`src/rtl/bcd_display_scanner.sv`:
```
// ---------------------------------------------------------------------------
// bcd_display_scanner
// Drives a 3-digit multiplexed 7-segment display from BCD digits.
// - The load strobe captures the digits into a pending register.
// - The pending value moves to the displayed register only at a frame boundary,
//   so a frame never shows a mix of old and new digits.
// - Each digit slot starts with an anti-ghost blanking window.
// - Leading zeros can be suppressed.
//
// Ports
//   clk, rst_n    : clock (rising edge) and asynchronous active-low reset
//   load          : one-cycle strobe that captures ones/tens/hundreds
//   ones, tens    : BCD digits (4 bits each)
//   hundreds      : BCD hundreds digit (2 bits), zero-extended internally
//   blank_lz      : live leading-zero suppression enable
//   seg           : segments {g,f,e,d,c,b,a}; registered; polarity set by ACTIVE_LOW
//   an            : digit enables {hundreds,tens,ones}; registered; polarity set by ACTIVE_LOW
//   frame_tick    : one-cycle pulse in the cycle after the frame boundary
//   upd_pending   : a captured value is waiting for the next frame boundary
// ---------------------------------------------------------------------------
module bcd_display_scanner #(
  parameter int unsigned SCAN_DIV   = 50000,
  parameter int unsigned BLANK_CYC  = 16,
  parameter bit          ACTIVE_LOW = 1'b1
) (
  input  logic       clk,
  input  logic       rst_n,
  input  logic       load,
  input  logic [3:0] ones,
  input  logic [3:0] tens,
  input  logic [1:0] hundreds,
  input  logic       blank_lz,
  output logic [6:0] seg,
  output logic [2:0] an,
  output logic       frame_tick,
  output logic       upd_pending
);

  localparam int unsigned       PRE_W    = (SCAN_DIV > 2) ? $clog2(SCAN_DIV) : 1;
  localparam logic [PRE_W-1:0]  PRE_LAST = PRE_W'(SCAN_DIV - 1);
  // Inactive (all-off) pin levels; XOR with these applies the output polarity.
  localparam logic [6:0]        SEG_OFF  = ACTIVE_LOW ? 7'h7F : 7'h00;
  localparam logic [2:0]        AN_OFF   = ACTIVE_LOW ? 3'b111 : 3'b000;

  typedef enum logic [1:0] {
    SLOT0 = 2'd0,
    SLOT1 = 2'd1,
    SLOT2 = 2'd2
  } slot_e;

  typedef struct packed {
    logic [3:0] hundreds;
    logic [3:0] tens;
    logic [3:0] ones;
  } digits_t;

  // State
  logic [PRE_W-1:0] prescaler_q, prescaler_d;
  slot_e            slot_q, slot_d;
  digits_t          pend_q, pend_d;
  digits_t          disp_q, disp_d;
  logic             pend_valid_q, pend_valid_d;
  logic [6:0]       seg_q, seg_d;
  logic [2:0]       an_q, an_d;
  logic             frame_tick_q, frame_tick_d;

  // Combinational helpers
  logic             last_cyc_c;
  logic             boundary_c;
  logic             blank_phase_c;
  logic [3:0]       cur_digit_c;
  logic             suppress_c;
  logic [2:0]       an_onehot_c;
  logic [6:0]       seg_raw_c;
  logic [2:0]       an_raw_c;

  // Active-high 7-segment decode; anything outside 0..9 shows a dash.
  function automatic logic [6:0] decode_seg(input logic [3:0] d);
    logic [6:0] s;
    case (d)
      4'd0:    s = 7'h3F;
      4'd1:    s = 7'h06;
      4'd2:    s = 7'h5B;
      4'd3:    s = 7'h4F;
      4'd4:    s = 7'h66;
      4'd5:    s = 7'h6D;
      4'd6:    s = 7'h7D;
      4'd7:    s = 7'h07;
      4'd8:    s = 7'h7F;
      4'd9:    s = 7'h6F;
      default: s = 7'h40;
    endcase
    return s;
  endfunction

  assign last_cyc_c    = (prescaler_q == PRE_LAST);
  assign boundary_c    = last_cyc_c && (slot_q == SLOT2);
  assign blank_phase_c = (32'(prescaler_q) < BLANK_CYC);

  // Prescaler and slot sequencing (SLOT0 -> SLOT1 -> SLOT2 -> SLOT0).
  always_comb begin : counter_next
    prescaler_d = prescaler_q + PRE_W'(1);
    slot_d      = slot_q;
    if (last_cyc_c) begin
      prescaler_d = '0;
      case (slot_q)
        SLOT0:   slot_d = SLOT1;
        SLOT1:   slot_d = SLOT2;
        default: slot_d = SLOT0;
      endcase
    end
  end

  // Pending capture and commit; the commit uses the old pending value, so a
  // load on the boundary cycle becomes the next pending value.
  always_comb begin : pending_next
    pend_d       = pend_q;
    pend_valid_d = pend_valid_q;
    disp_d       = disp_q;
    if (boundary_c && pend_valid_q) begin
      disp_d       = pend_q;
      pend_valid_d = 1'b0;
    end
    if (load) begin
      pend_d.ones     = ones;
      pend_d.tens     = tens;
      pend_d.hundreds = {2'b00, hundreds};
      pend_valid_d    = 1'b1;
    end
  end

  // Digit selection, leading-zero suppression, blanking and polarity.
  always_comb begin : output_next
    cur_digit_c = disp_q.ones;
    an_onehot_c = 3'b001;
    suppress_c  = 1'b0;
    case (slot_q)
      SLOT1: begin
        cur_digit_c = disp_q.tens;
        an_onehot_c = 3'b010;
        suppress_c  = blank_lz && (disp_q.hundreds == 4'd0) && (disp_q.tens == 4'd0);
      end
      SLOT2: begin
        cur_digit_c = disp_q.hundreds;
        an_onehot_c = 3'b100;
        suppress_c  = blank_lz && (disp_q.hundreds == 4'd0);
      end
      default: begin
        cur_digit_c = disp_q.ones;
        an_onehot_c = 3'b001;
        suppress_c  = 1'b0;
      end
    endcase

    if (blank_phase_c) begin
      seg_raw_c = 7'h00;
      an_raw_c  = 3'b000;
    end else begin
      // Suppressed digits keep their anode driven, only the segments go dark.
      seg_raw_c = suppress_c ? 7'h00 : decode_seg(cur_digit_c);
      an_raw_c  = an_onehot_c;
    end

    seg_d        = seg_raw_c ^ SEG_OFF;
    an_d         = an_raw_c ^ AN_OFF;
    frame_tick_d = boundary_c;
  end

  // State and output registers.
  always_ff @(posedge clk or negedge rst_n) begin
    if (!rst_n) begin
      prescaler_q  <= '0;
      slot_q       <= SLOT0;
      pend_q       <= '0;
      disp_q       <= '0;
      pend_valid_q <= 1'b0;
      seg_q        <= SEG_OFF;
      an_q         <= AN_OFF;
      frame_tick_q <= 1'b0;
    end else begin
      prescaler_q  <= prescaler_d;
      slot_q       <= slot_d;
      pend_q       <= pend_d;
      disp_q       <= disp_d;
      pend_valid_q <= pend_valid_d;
      seg_q        <= seg_d;
      an_q         <= an_d;
      frame_tick_q <= frame_tick_d;
    end
  end

  assign seg         = seg_q;
  assign an          = an_q;
  assign frame_tick  = frame_tick_q;
  assign upd_pending = pend_valid_q;

endmodule
```
`config.mk`:
```
export PLATFORM = sky130hd
export DESIGN_NAME = bcd_display_scanner
export DESIGN_NICKNAME = d
export VERILOG_FILES = /design/src/rtl/bcd_display_scanner.sv
export SDC_FILE = /design/constraint.sdc
export NUM_CORES = 1
export LEC_CHECK = 0
export CORE_MARGIN = 2
export CORE_UTILIZATION = 60
export CTS_CLUSTER_SIZE = 14
export DETAILED_ROUTE_END_ITERATION = 10
export PLACE_DENSITY = 0.86
export SLEW_MARGIN = 20
export SYNTH_ARGS = -nofsm -noshare
export SYNTH_HDL_FRONTEND = slang
export SYNTH_SLANG_ARGS = --single-unit
```
`constraint.sdc`:
```
create_clock -name clk -period 4 [get_ports clk]
set_input_delay 0.8 -clock clk [delete_from_list [all_inputs] [get_ports clk]]
set_output_delay 0.8 -clock clk [all_outputs]
set_load 0.01 [all_outputs]
```
==> results, run 1 <==
- The share of the Yosys chip area taken by registers is 0.534.
- The aggregate global routing overflow is 0.
- The switching component of the power is 0.183 mW.
- The number of pins with negative max-slew slack in the final report came to 0.
- The first global-routing pass estimated 7450 um of wire.
- The clock net in this run drives a total of 50 sinks.
- The first-iteration detailed-routing DRC count is 202.
- The clock tree from TritonCTS is built.
- The first detailed-routing pass ran for 4 iterations.
- Synthesis handed over a netlist of 211 instances.
- The total routing resource utilization after global routing is 0.230.
- The count of buffering cells on the critical path with inverters included is 0.
- For the pin with the worst max-slew slack, the measured transition is 0.665 ns.
- The path class of the tightest hold or removal check is in2async.
- The synthesized design contains 0 enable-type register cells.
- The number of design rule violations left after detail routing is 0.
- The total non-filler cell area in the finished layout is 2760 um2.
- The family of cells with the greatest summed delay on the critical path is simple AND/OR/NAND/NOR gates.
- The summed instance area of the synthesized netlist is 2370 um2.
- The worst relative slew slack is 0.554.
- The pin count of the biggest net entering global routing is 51.
- Summed over all nets, the half-perimeter wirelength after detailed placement is 3010 um.
- The number of antenna diodes in the final layout is 0.
- Buffers placed on the I/O ports in this run total 25.
- The logic gate share of total power is 0.038.
- The final sum of negative setup slack is 0 ns.
- The internal cell power is 0.719 mW.
- The area taken by flip-flops and latches is 1260 um2.
- The run finished with clean final reports.
- The critical path capture point type is a register.
- The net count reported at finish is 262.
- The total cell area at the placement stage is 2650 um2.
- Max-cap violations in this run came to 0.
- From left edge to right edge, the die measures 66.8 um.
- The via count of the first global-routing pass is 1535.
- The deepest level of the CTS H-tree is 2.
- The worst path in the final design needs a cycle of 2.71 ns, including I/O delays and setup.
- The clock insertion delay at the later pin of the skew report is 0.31 ns.
- In this run the remaining antenna-violating nets after routing total 0.
- The routed design has 4300 um of wire.
- The area of the core is 3720 um2.
- The filler cell count in the final layout is 261.
- The ratio of total power to cell area is 327 nW/um2.
- The signal on the critical path passes through ha_1, nand4_1, nor4_4, and3_1, mux2_2.
- The maximum fanout encountered on the critical timing path is 14.
- The number of antenna violations at the first check in global routing is 0.
- Data arrives at the worst endpoint at 2.90 ns.
- Of the total power, the share spent switching nets is 0.203.
- The via density per instance is 5.69.
- The count of instances resized after the clock tree is built is 0.
- The die area is 4460 um2.
- The share of synthesized area in the top cell type comes to 0.423.
- The dominant register cell in the synthesized netlist is sky130_fd_sc_hd__dfrtp_1.
- The maximum buffer depth of the clock tree is 2.
- The number of buffers added to fix hold violations after cts is 0.
- Static timing analysis puts the maximum clock frequency at 369 MHz.
- Synthesis inferred 50 register bits.
- The proportion of layout cells with a drive suffix above 1 is 0.184.
- The multi-input combinational cell area is 1030 um2.
- The fraction of power consumed by sequential logic is 0.578.
- Synthesis produced a netlist with a net count of 235.
- By area the synthesized netlist is led by sky130_fd_sc_hd__dfrtp_1, sky130_fd_sc_hd__dfstp_2, sky130_fd_sc_hd__mux2_2, sky130_fd_sc_hd__ha_1, sky130_fd_sc_hd__nand2_1.
- The I/O pin count is 26.
- The number of warning messages in the yosys log is 0.
- On the final layout, the worst clock skew is 0.00525 ns.
- Of the available clock period, the critical path in the final layout requires 0.677.
- The initialized floorplan defines 22 standard-cell rows.
- The register clock-pin slew on the reported worst setup and hold paths is 0.09 ns.
- Setup repair after global routing left no endpoint under its margin.
- The wire length per cell is 15.0 um.
- The number of failing hold endpoints at the final stage was 0.
- Of the total power, the clock network draws 0.385.
- For this configuration, the core starts out at a cell density of 0.637.
- The routed layout has 1633 vias.
- The most area-hungry cell type in the Yosys netlist is sky130_fd_sc_hd__dfrtp_1.
- The endpoint required time on the critical path is 4.19 ns.
- The number of buffers created by CTS is 5.
- Summed over all cells, the static leakage comes to 1.20 nW.
- Synthesis instantiated 39 different standard cells from the library.
- The delay of the slowest cell on the worst path is 0.73 ns.
- Compared with the post-synthesis result, the final layout area differs by 16.5%.
- The fraction of synthesis flops using an asynchronous set or reset pin is 1.00.
- The category of the critical setup timing path is reg2reg.
- The launching element type of the critical path is a register.
- For this design, the slowest cell found on the critical path is sky130_fd_sc_hd__nor4_4.
- The post-CTS repair timing setup buffer count is 0.
- Across the VDD grid, the largest voltage drop is 0.264 mV.
- The final count of negative-setup-slack endpoints is 0.
- In this run the clock root is driven by a sky130_fd_sc_hd__clkbuf_8.
- The synthesized area divided by synthesized cell count is 11.2 um2.
- The chip height is 66.8 um.
- The weighted congestion at the end of routability-driven global placement is 0.885.
[power groups by stage]
stage               registers [mW]  logic, mW  clock network [mW]
floorplan                    0.528     0.0121                   0
global placement             0.530     0.0336                   0
detailed placement           0.531     0.0352                   0
CTS                          0.521     0.0353               0.356
global route                 0.523     0.0388               0.380
finish                       0.521     0.0342               0.347
[sequential cells by signal, indices dropped and copies added (netlist names)]
name,cells
prescaler_q,16
frame_tick,1
upd_pending,1
disp_q,10
slot_q,2
seg,7
pend_q,10
an,3
[metal layers]
metal | part of all wire | track usage
met3 | 0.050 | 0.0557
met4 | 0.023 | 0.0816
met5 | 0 | 0
met1 | 0.46 | 0.332
met2 | 0.46 | 0.341
[synth_stat cells (all sizes together), types with 3 or more instances]
library cell	n
dfrtp	40
mux2	20
nand2	16
nor2	14
inv	12
a21oi	10
dfstp	10
ha	10
o21ai	10
nand3	7
nand4	6
nor4	6
xnor2	6
xor2	6
clkbuf	4
nor3	4
o22ai	3
or4	3
[stage by stage]
| stage | instances | setup WS [ns] | total power, mW | hold slack [ns] | utilization |
|---|---|---|---|---|---|
| CTS | 287 | 1.30 | 0.912 | 0.494 | 0.741 |
| detailed placement | 279 | 1.32 | 0.566 | 0.482 | 0.712 |
| finish | 287 | 1.29 | 0.902 | 0.488 | 0.742 |
| global route | 287 | 1.05 | 0.942 | 0.527 | 0.742 |
| global placement | 279 | 1.43 | 0.564 | 0.471 | 0.712 |
| floorplan | 211 | 1.89 | 0.541 | 0.455 | - |
[area by class of cell]
type | count | area share
Clock buffer | 5 | 0.0250
Clock inverter | 3 | 0.0145
Inverter | 12 | 0.0163
Multi-Input combinational cell | 144 | 0.374
Sequential cell | 50 | 0.458
Tap cell | 48 | 0.0218
Timing Repair Buffer | 25 | 0.0898
[cells in the final DEF (no fill, tap or decap), drive strengths merged, types with 2 or more instances in the layout]
cell type and count:
mux2 20, o21ai 10, clkdlybuf4s50 24, nand4 6, clkbuf 5, clkinv 2
nand2 16, a21oi 10, or3 2, inv 12, xor2 6, nand3 7
nor2b 2, dfrtp 40, o31ai 2, a21o 2, xnor2 6, dfstp 10
nor2 14, ha 10, nor3 4, nor4 6, o22ai 3, or4 3
or2 2
[cell families after synthesis]
logic type,Yosys count,synth area share
and+or+nand+nor,67,0.152
DFF,50,0.534
AOI/OAI and AO/OA,35,0.0914
muxes,20,0.0951
buffers and inverters,17,0.0301
xor gates and xnor gates,12,0.0444
adders and majority gates,10,0.0529
[final timing paths]
check                      slack (ns)            start               to  cells past startpoint
setup / recovery                 1.29   prescaler_q[0]        disp_q[8]                      5
hold / removal                   0.49            rst_n  prescaler_q[12]                      1
setup reg to reg                 1.29   prescaler_q[0]        disp_q[8]                      5
hold reg to reg                  0.49  prescaler_q[10]  prescaler_q[10]                      1
max in group asynchronous        3.11            rst_n        pend_q[0]                      1
min in group clk                 0.49  prescaler_q[10]  prescaler_q[10]                      1
[worst reg2reg max path, stage by stage (launching register included)]
cell,delay [ns]
sky130_fd_sc_hd__dfrtp_1,0.39
sky130_fd_sc_hd__ha_1,0.22
sky130_fd_sc_hd__nand4_1,0.32
sky130_fd_sc_hd__nor4_4,0.73
sky130_fd_sc_hd__and3_1,0.54
sky130_fd_sc_hd__mux2_2,0.39
(Power assumes the default switching activity.)
==> run 2, diff against run 1 <==
--- a/config.mk
+++ b/config.mk
@@ -6,10 +6,10 @@
 export NUM_CORES = 1
 export LEC_CHECK = 0
 export CORE_MARGIN = 2
-export CORE_UTILIZATION = 60
+export CORE_UTILIZATION = 55
 export CTS_CLUSTER_SIZE = 14
 export DETAILED_ROUTE_END_ITERATION = 10
-export PLACE_DENSITY = 0.86
+export PLACE_DENSITY = 0.8
 export SLEW_MARGIN = 20
 export SYNTH_ARGS = -nofsm -noshare
 export SYNTH_HDL_FRONTEND = slang
==> constraint.sdc (replaced) <==
create_clock -name clk -period 2.55 [get_ports clk]
set_input_delay 0.51 -clock clk [delete_from_list [all_inputs] [get_ports clk]]
set_output_delay 0.51 -clock clk [all_outputs]
set_load 0.01 [all_outputs]
==> run 2 against run 1 <==
Total power is 59% higher. Routed wire length decreased by 2.0%. Critical endpoint is now seg[4]. Sequential share of layout area shrank 0.68 points. Sequential cell count unchanged. Final cell count grew 2.1%. Maximum frequency grew 19%. Cell area up 1.5%. Combinational power grew 59%. First-iteration DRC count fell by 53%. Core utilization shrank 5.2 points. Setup slack got worse by 1.0 ns. Largest power group unchanged.
==> results, run 2 (synthesized netlist as in run 1, its figures left out) <==
- The flow ran to the end, and the final reports show no timing, DRC or antenna violations.
- The total cell area at the placement stage is 2690 um2.
- prescaler_q holds more flip-flops than any other register.
- The pre-CTS setup slack is 0.330 ns.
- The longest clock path from root to sink contains 2 buffers.
- The worst relative slew slack is 0.430.
- The die area is 4840 um2.
- The reported max-cap violation count is 0.
- In the layout the commonest cells are sky130_fd_sc_hd__dfrtp_1, sky130_fd_sc_hd__clkdlybuf4s50_1, sky130_fd_sc_hd__mux2_2.
- The worst hold slack is 0.313 ns.
- The launching element type of the critical path is a register.
- The via count of the first global-routing pass is 1576.
- The count of buffers added on input and output ports is 25.
- The number of buffers created by CTS is 5.
- The clock period minus worst slack is 2.28 ns.
- Of the available clock period, the critical path in the final layout requires 0.895.
- The finished cells cover 2800 um2.
- The area of the core is 4060 um2.
- The H-tree generated during clock tree synthesis spans 2 levels.
- For the final database, setup skew stands at 0.00808 ns.
- The first global-routing pass estimated 7350 um of wire.
- Summing over every cut layer, the via total after detailed routing is 1691.
- The register clock-pin slew on the reported worst setup and hold paths is 0.09 ns.
- The final layout contains 267 nets.
- The most frequent standard cell in the layout excluding fill and tap cells is sky130_fd_sc_hd__dfrtp_1.
- The number of core rows is 23.
- Setup violations remaining at the end of the flow were counted as 0.
- The largest registers in the layout are prescaler_q: 16 flops, disp_q: 10 flops, pend_q: 10 flops.
- The wire length after detailed routing is 4220 um.
- Dividing the detail-routed via count by the number of cells gives 5.77.
- The path class of the tightest hold or removal check is in2async.
- Cell internal power was estimated by the tool at 1.15 mW.
- The clock tree from TritonCTS is built.
- After clock tree synthesis, the flow added hold-fix buffers numbering 0.
- For the final routed database, the setup TNS stands at 0 ns.
- For this run, design rule violations remaining after detail routing come to 0.
- Of the cells placed in the final design, the portion with a size suffix greater than 1 is 0.198.
- The share of total power dissipated in sequential elements is 0.570.
- The wire length per cell is 14.4 um.
- The post-layout utilization of the core is 0.690.
- Across the VDD grid, the largest voltage drop is 0.450 mV.
- Of the total power, the share spent switching nets is 0.194.
- The peak clock frequency supported by timing is 438 MHz.
- The number of diodes added for antenna fixing is 0.
- Of the total power, the clock network draws 0.392.
- The later pin in the worst-skew pair is clocked with a latency of 0.30 ns.
- The number of failing hold endpoints at the final stage was 0.
- The number of flip-flops in the largest register is 16.
- Once the clock tree was built, the resizer swapped 0 gates to a different size.
- The critical path capture point type is a register.
- The static leakage power is 1.22 nW.
- The overall power after layout is 1.43 mW.
- The starting density of the core is 0.583.
- The die is 69.6 um wide.
- At the worst endpoint, the arrival time is 2.52 ns.
- The analysis attributes to net switching a power of 0.278 mW.
- In this run the remaining antenna-violating nets after routing total 0.
- After clock tree synthesis, the setup repair step added 0 buffers.
- The total routing resource utilization after global routing is 0.189.
- The number of antenna violations at the first check in global routing is 0.
- The category of the critical setup timing path is reg2reg.
- Along the worst path, the maximum fanout reaches 10.
- Measured along the y axis, the die boundary spans 69.6 um.
- The endpoint required time on the critical path is 2.78 ns.
- Setup repair after global routing left no endpoint under its margin.
- After detailed placement, the design holds a cell count of 286.
- Pin placement for this block handled 26 I/O pins.
- At the end of routability-driven placement, the weighted congestion stood at 0.893.
- Global routing finished with a remaining overflow of 0.
- Dividing total power by cell area gives a power density of 512 nW/um2.
- The finished layout holds 293 standard cells, fillers aside.
- The clock net sink count is 50.
- The area growth from synthesis to layout is 18.2%.
- The first-iteration detailed-routing DRC count is 95.
- The logic gate share of total power is 0.038.
- The clock tree root driver cell is sky130_fd_sc_hd__clkbuf_8.
- The slew at the pin with the worst max-slew slack is 0.855 ns.
- Detailed placement finished with a half-perimeter wire length of 3050 um.
- The number of pins with negative max-slew slack in the final report is 0.
- The worst path meets setup with 0.268 ns of slack.
- The pre-antenna-repair detailed-routing pass consisted of 4 iterations.
- Entering global routing, the biggest net connects 42 pins.
run 2: cell count changes in the layout (fill, tap and decap cells not counted), sizes merged:
cell    change
buf         +5
clkbuf      +1
clkinv      -2
run 2: power by group through the flow:
stage / registers, mW / logic (mW) / clock network (mW)
final: 0.816 / 0.0543 / 0.562
after global routing: 0.819 / 0.0612 / 0.608
after CTS: 0.817 / 0.0562 / 0.570
after detailed placement: 0.832 / 0.0563 / 0
after global placement: 0.831 / 0.0545 / 0
after floorplan: 0.829 / 0.0190 / 0
run 2: worst max-delay path, stage by stage, from the launching register on:
cell and delay (ns):
sky130_fd_sc_hd__dfrtp_1 0.39, sky130_fd_sc_hd__inv_1 0.12, sky130_fd_sc_hd__ha_1 0.36, sky130_fd_sc_hd__nand2_1 0.12
sky130_fd_sc_hd__a21oi_1 0.38, sky130_fd_sc_hd__inv_1 0.15, sky130_fd_sc_hd__ha_1 0.24, sky130_fd_sc_hd__a31oi_1 0.19
sky130_fd_sc_hd__a221oi_1 0.10, sky130_fd_sc_hd__o21ai_0 0.16
run 2: final timing paths:
kind / depth (start not counted) / to / slack (ns) / start
worst max register to register: 9 / seg[4] / 0.27 / slot_q[1]
worst min-delay path: 1 / prescaler_q[13] / 0.31 / rst_n
max in group asynchronous: 2 / an[2] / 1.51 / rst_n
worst min register to register: 1 / prescaler_q[0] / 0.49 / prescaler_q[0]
worst max-delay path: 9 / seg[4] / 0.27 / slot_q[1]
min in group clk: 1 / prescaler_q[0] / 0.49 / prescaler_q[0]
run 2: area by class of cell:
class | instances | area, um2
timing repair buffer | 30 | 283
tap | 50 | 62.6
inverter | 12 | 45.0
clock inverter | 1 | 30.0
sequential | 50 | 1260
fill | 299 | 1260
multi-input combinational | 144 | 1030
clock buffer | 6 | 82.6
run 2: layer usage:
metal	vias to the layer above	routed length, um	global-route usage
met5	-	0	0
met4	0	59	0.0588
met3	6	300	0.0567
met2	69	1890	0.278
met1	805	1970	0.272
li1	811	-	-
==> run 3, diff against run 2 <==
--- a/config.mk
+++ b/config.mk
@@ -9,6 +9,7 @@
 export CORE_UTILIZATION = 55
 export CTS_CLUSTER_SIZE = 14
 export DETAILED_ROUTE_END_ITERATION = 10
+export GPL_TIMING_DRIVEN = 1
 export PLACE_DENSITY = 0.8
 export SLEW_MARGIN = 20
 export SYNTH_ARGS = -nofsm -noshare
==> results of run 3 <==
Final layout, timing and power as in run 2 (identical DEF).
